$ cat src/rtl/lighting_pkg.sv
// Shared types and default constants for the lighting output stage.
// Imported by light_fader and pwm_gen.
package lighting_pkg;

    localparam int unsigned LP_PWM_BITS = 8;
    localparam int unsigned LP_STEP_DIV = 1000;
    localparam int unsigned LP_STEP     = 1;

    typedef enum logic [1:0] {
        DARK      = 2'd0,
        FADE_UP   = 2'd1,
        BRIGHT    = 2'd2,
        FADE_DOWN = 2'd3
    } fade_state_t;

    // Upstream smart-lighting controller state; its light_on output feeds this stage.
    typedef enum logic [1:0] {
        CTL_IDLE     = 2'd0,
        CTL_OCCUPIED = 2'd1,
        CTL_HOLD     = 2'd2,
        CTL_TIMEOUT  = 2'd3
    } state_t;

endpackage

$ cat src/rtl/light_fader_pwm_gen.sv
// Free-running PWM counter and compare; the output is registered, so it
// lags the level input by one clock.
module pwm_gen
    import lighting_pkg::*;
#(
    parameter int unsigned PWM_BITS = LP_PWM_BITS
) (
    input  logic                clk,
    input  logic                reset,
    input  logic [PWM_BITS-1:0] level,
    output logic                pwm_out
);

    logic [PWM_BITS-1:0] r_cnt;
    logic                r_pwm;

    always_ff @(posedge clk) begin
        if (reset) begin
            r_cnt <= '0;
            r_pwm <= 1'b0;
        end else begin
            r_cnt <= r_cnt + PWM_BITS'(1);
            r_pwm <= (r_cnt < level);
        end
    end

    assign pwm_out = r_pwm;

endmodule

$ cat src/rtl/light_fader.sv
// Lamp output stage: ramps brightness towards the light_on target in STEP
// increments every STEP_DIV clocks, with a manual override to full brightness.
module light_fader
    import lighting_pkg::*;
#(
    parameter int unsigned PWM_BITS = LP_PWM_BITS,
    parameter int unsigned STEP_DIV = LP_STEP_DIV,
    parameter int unsigned STEP     = LP_STEP
) (
    input  logic                clk,
    input  logic                reset,
    input  logic                light_on,
    input  logic                manual_override,
    output logic [PWM_BITS-1:0] level,
    output logic                fading,
    output logic                pwm_out
);

    localparam int unsigned LP_MAX  = (1 << PWM_BITS) - 1;
    localparam int unsigned LP_PW   = $clog2(STEP_DIV);

    localparam logic [PWM_BITS:0]   LP_MAX_EXT  = (PWM_BITS+1)'(LP_MAX);
    localparam logic [PWM_BITS:0]   LP_STEP_EXT = (PWM_BITS+1)'(STEP);
    localparam logic [PWM_BITS-1:0] LP_MAX_LVL  = PWM_BITS'(LP_MAX);
    localparam logic [LP_PW-1:0]    LP_TICK     = LP_PW'(STEP_DIV - 1);

    fade_state_t         r_state;
    fade_state_t         w_next_state;
    logic [PWM_BITS-1:0] r_level;
    logic [PWM_BITS-1:0] w_next_level;
    logic [LP_PW-1:0]    r_presc;
    logic [LP_PW-1:0]    w_next_presc;
    logic                r_fading;
    logic                w_next_fading;

    logic                w_tick;
    logic                w_ramping;
    logic [PWM_BITS:0]   w_up_sum;
    logic [PWM_BITS:0]   w_dn_diff;
    logic [PWM_BITS-1:0] w_up_lvl;
    logic [PWM_BITS-1:0] w_dn_lvl;

    assign w_tick    = (r_presc == LP_TICK);
    assign w_ramping = (r_state == FADE_UP) || (r_state == FADE_DOWN);

    // One extra bit: the sum cannot overflow, and the difference's MSB is the borrow.
    assign w_up_sum  = {1'b0, r_level} + LP_STEP_EXT;
    assign w_dn_diff = {1'b0, r_level} - LP_STEP_EXT;
    assign w_up_lvl  = (w_up_sum > LP_MAX_EXT) ? LP_MAX_LVL : w_up_sum[PWM_BITS-1:0];
    assign w_dn_lvl  = w_dn_diff[PWM_BITS] ? '0 : w_dn_diff[PWM_BITS-1:0];

    always_comb begin
        w_next_state = r_state;
        w_next_level = r_level;
        if (manual_override) begin
            w_next_state = BRIGHT;
            w_next_level = LP_MAX_LVL;
        end else begin
            case (r_state)
                DARK: begin
                    w_next_level = '0;
                    if (light_on) w_next_state = FADE_UP;
                end
                FADE_UP: begin
                    if (!light_on) begin
                        w_next_state = FADE_DOWN;
                    end else if (w_tick) begin
                        w_next_level = w_up_lvl;
                        if (w_up_lvl == LP_MAX_LVL) w_next_state = BRIGHT;
                    end
                end
                BRIGHT: begin
                    if (!light_on) w_next_state = FADE_DOWN;
                end
                FADE_DOWN: begin
                    if (light_on) begin
                        w_next_state = FADE_UP;
                    end else if (w_tick) begin
                        w_next_level = w_dn_lvl;
                        if (w_dn_lvl == '0) w_next_state = DARK;
                    end
                end
                default: w_next_state = DARK;
            endcase
        end
    end

    // Prescaler restarts on any state change so a reversal gets a full step period.
    always_comb begin
        w_next_presc = '0;
        if ((w_next_state == r_state) && w_ramping && !w_tick) begin
            w_next_presc = r_presc + LP_PW'(1);
        end
    end

    assign w_next_fading = (w_next_state == FADE_UP) || (w_next_state == FADE_DOWN);

    always_ff @(posedge clk) begin
        if (reset) begin
            r_state  <= DARK;
            r_level  <= '0;
            r_presc  <= '0;
            r_fading <= 1'b0;
        end else begin
            r_state  <= w_next_state;
            r_level  <= w_next_level;
            r_presc  <= w_next_presc;
            r_fading <= w_next_fading;
        end
    end

    pwm_gen #(
        .PWM_BITS (PWM_BITS)
    ) u_pwm_gen (
        .clk     (clk),
        .reset   (reset),
        .level   (r_level),
        .pwm_out (pwm_out)
    );

    assign level  = r_level;
    assign fading = r_fading;

endmodule

$ cat config.mk
export PLATFORM = sky130hd
export DESIGN_NAME = light_fader
export DESIGN_NICKNAME = d
export VERILOG_FILES = /design/src/rtl/lighting_pkg.sv /design/src/rtl/light_fader_pwm_gen.sv /design/src/rtl/light_fader.sv
export SDC_FILE = /design/constraint.sdc
export NUM_CORES = 1
export LEC_CHECK = 0
export CAP_MARGIN = 20
export CORE_ASPECT_RATIO = 0.9
export CORE_MARGIN = 3
export CORE_UTILIZATION = 45
export CTS_CLUSTER_DIAMETER = 40
export DETAILED_ROUTE_END_ITERATION = 8
export GPL_TIMING_DRIVEN = 0
export HOLD_SLACK_MARGIN = 0.03
export PLACE_DENSITY = 0.64
export SYNTH_ARGS = -nofsm -noshare
export SYNTH_HDL_FRONTEND = slang
export SYNTH_HIERARCHICAL = 1
export SYNTH_SLANG_ARGS = --single-unit
$ cat constraint.sdc
create_clock -name clk -period 2.9 [get_ports clk]
set_clock_uncertainty 0.1 [all_clocks]
set_input_delay 0.58 -clock clk [delete_from_list [all_inputs] [get_ports clk]]
set_output_delay 0.58 -clock clk [all_outputs]
set_load 0.005 [all_outputs]
==> run_results.csv <==
group,metric,value,unit
worst_hold_path,worstHoldPathType,"reg -> reg",
routing,final_antenna_net_count,0,
power,p_sw,0.0004075,W
sta,finalSetupViolCount,0,
yosys,ys_ff_latch,29,
power,internal_power,0.0008432,W
sta,fmax,372.5,MHz
place,routabilityCongestion,0.8714,
yosys,netlist_area,2240,sq um
worst_setup_path,worstPathCellList,"clkbuf_2 -> inv_1 -> ha_1 -> nand2_1 -> a211oi_1 -> o2111a_2 -> a2111oi_4 -> or3_1 -> nor3_1",
yosys,yosysUniqueCellTypes,58,
yosys,syn_nets,303,
worst_setup_path,worstPathMaxFanout,10,
yosys,syn_avg_cell_area,7.914,sq um
cells_and_area,num-nets-final,325,
power,ir_drop,0.2898,mV
floorplan,ios,14,
yosys,yosysTopAreaCell,"dfxtp_1",
power,swShare,0.3258,
floorplan,initial_utilization,0.4834,
sta,tns,0,ns
worst_setup_path,criticalPathCategory,"reg -> reg",
clock_tree,cts-root-buf,"clkbuf_8",
worst_setup_path,critPathTopFamily,"compound AO/OA/AOI/OAI gates",
clock_tree,tritoncts,"yes",
clock_tree,cts_num_sinks,29,
run_status,status,"finished clean",
yosys,synth_top_area_share,0.2592,
floorplan,die_area,5861,sq um
yosys,synth_area_leaders,"dfxtp_1, ha_1, nor3_1, a21oi_1, or3_1",
yosys,async_flop_share,0,
worst_setup_path,cp_data_required_time,2.97,ns
global_routing,grt-ovfl-total,0,
yosys,ys_top_cells_by_count,"dfxtp_1, nand2_1, nor2_1, nor3_1, inv_1",
yosys,synth_edf_count,0,
yosys,ys_seq_area_frac,0.2592,
flow_run,drv_cap,0,
power,power_density,474.9,nW/um^2
clock_tree,clk_latency,0.28,ns
place,dp_hpwl,4204,um
sta,maxSlewHeadroom,0.5927,
cells_and_area,diodes,0,
global_routing,grt_max_degree,11,
routing,drt_wl_total,5939,um
sta,rsz0062_at_grt,"false",
global_routing,grt_pass1_vias,2155,
sta,fin_crit_sh,0.9256,
worst_setup_path,slowest_delay,0.59,ns
floorplan,die_h,72.93,um
sta,slew_viol_final,0,
cells_and_area,syn_to_final_growth,17.60,%
clock_tree,cts_inserted_buffers,5,
routing,wl_per_cell,16.14,um
clock_tree,path_clk_slew,0.07,ns
worst_setup_path,cp_num_buf_inv,2,
yosys,syn_inst,283,
cells_and_area,drive_above_1_share,0.1111,
power,p_comb_frac,0.274,
power,power_frac_clock,0.360,
cells_and_area,nFillCells,449,
place,portBuffers,12,
floorplan,core,4633,sq um
floorplan,row_count,23,
global_routing,grt_antenna_before_repair,0,
clock_tree,cts_buffer_depth,2,
worst_setup_path,cp.arrival,2.76,ns
sta,hold_viol,0,
floorplan,die_w,80.37,um
global_routing,grt_pass1_wl,10220,um
global_routing,grtUsageTotal,0.2218,
yosys,synth.most_common_cell,"dfxtp_1",
power,seqPwrFrac,0.366,
power,p_leak,0.9593,nW
routing,dr.pass1.iters,5,
worst_setup_path,startpoint_type,"register",
routing,drtIter0Drc,209,
routing,viasPerCell,6.149,
clock_tree,cts_max_level,2,
sta,post-route-min-period,2.684,ns
sta,tightest_slew,0.6109,ns
yosys,synthFlopType,"dfxtp_1",
yosys,yosysWarningCount,6,
place,placed_cells,357,
routing,drc,0,
cells_and_area,instances_no_fill,368,
worst_setup_path,crit_slowest_cell,"a2111oi_4",
worst_setup_path,critPathCaptureType,"register",
routing,num_vias,2263,
flip-flops by register name, indices dropped and copies added (netlist names):
register and cells:
r_state 2, level 8, u_pwm_gen/pwm_out 1, u_pwm_gen/r_cnt 8, r_presc 10
cell families after synthesis:
logic type,count (synthesis),share of synthesized area
simple gates,113,0.2810
compound gates,80,0.2447
buf+inv,31,0.06983
flops,29,0.2592
fa+ha+maj,16,0.08938
xor+xnor,12,0.04693
mux,2,0.008939
routing by layer:
metal  vias to the layer above  GRT usage  share of wire
met4                         0    0.08443          0.014
met5                         -          0              0
met1                      1062     0.3116           0.47
met3                        15    0.03580          0.052
met2                        84     0.3410           0.46
li1                       1102          -              -
stage by stage:
| step | power (W) | worst slack [ns] | util | hold WS (ns) | area (sq um) |
|---|---|---|---|---|---|
| CTS | 0.001245 | 0.02926 | 0.5614 | 0.3888 | 2601 |
| detailed placement | 0.0007808 | -0.2961 | 0.5271 | 0.3718 | 2442 |
| global placement | 0.0007783 | -0.8346 | 0.5261 | 0.3680 | 2437 |
| floorplan | 0.0006754 | 0.1340 | - | 0.3415 | 2240 |
| global route | 0.001316 | 0.01421 | 0.5685 | 0.4168 | 2634 |
| finish | 0.001251 | 0.2156 | 0.5685 | 0.3855 | 2634 |
layout by cell type (no fill, tap or decap), types with 7 or more instances in the layout:
cell type and n:
clkdlybuf4s50_1 12, a211oi_1 8, o21ai_0 12, inv_1 18, ha_1 16, nor2_1 19, xor2_1 7, nand3_1 8
or3_1 13, nor3_1 19, nand2_1 21, a21oi_1 17, clkbuf_8 7, dfxtp_1 28
power by group through the flow:
stage | logic [W] | registers (W) | clock network (W)
after detailed placement | 0.000316 | 0.000465 | 0
after global placement | 0.000314 | 0.000464 | 0
after global routing | 0.000379 | 0.000461 | 0.000475
after CTS | 0.000330 | 0.000456 | 0.000459
final | 0.000342 | 0.000458 | 0.000451
after floorplan | 0.000220 | 0.000456 | 0
cell type report:
class	count	area, sq um	area share
Tap cell	62	77.57	0.02945
Timing Repair Buffer	15	142.6	0.05416
Inverter	18	67.56	0.02565
Clock inverter	2	37.54	0.01425
Sequential cell	29	581.8	0.2209
Multi-Input combinational cell	223	1553	0.5895
Buffer	13	91.34	0.03468
Clock buffer	6	82.58	0.03135
what timing repair did:
item,in CTS,in global routing
hold buffers,0,0
gates resized for setup,4,8
buffers inserted,1,2
pin swaps,2,1
setup endpoints to repair,14,16
gates cloned,0,0
worst paths after layout:
path                 startpoint                  to  slack [ns]  depth (start not counted)
max                    level[0]          r_presc[3]        0.22                          9
min reg2reg  u_pwm_gen/r_cnt[0]  u_pwm_gen/r_cnt[0]        0.39                          1
max reg2reg            level[0]          r_presc[3]        0.22                          9
min          u_pwm_gen/r_cnt[0]  u_pwm_gen/r_cnt[0]        0.39                          1
No activity file was read; power rests on OpenSTA's default activity.
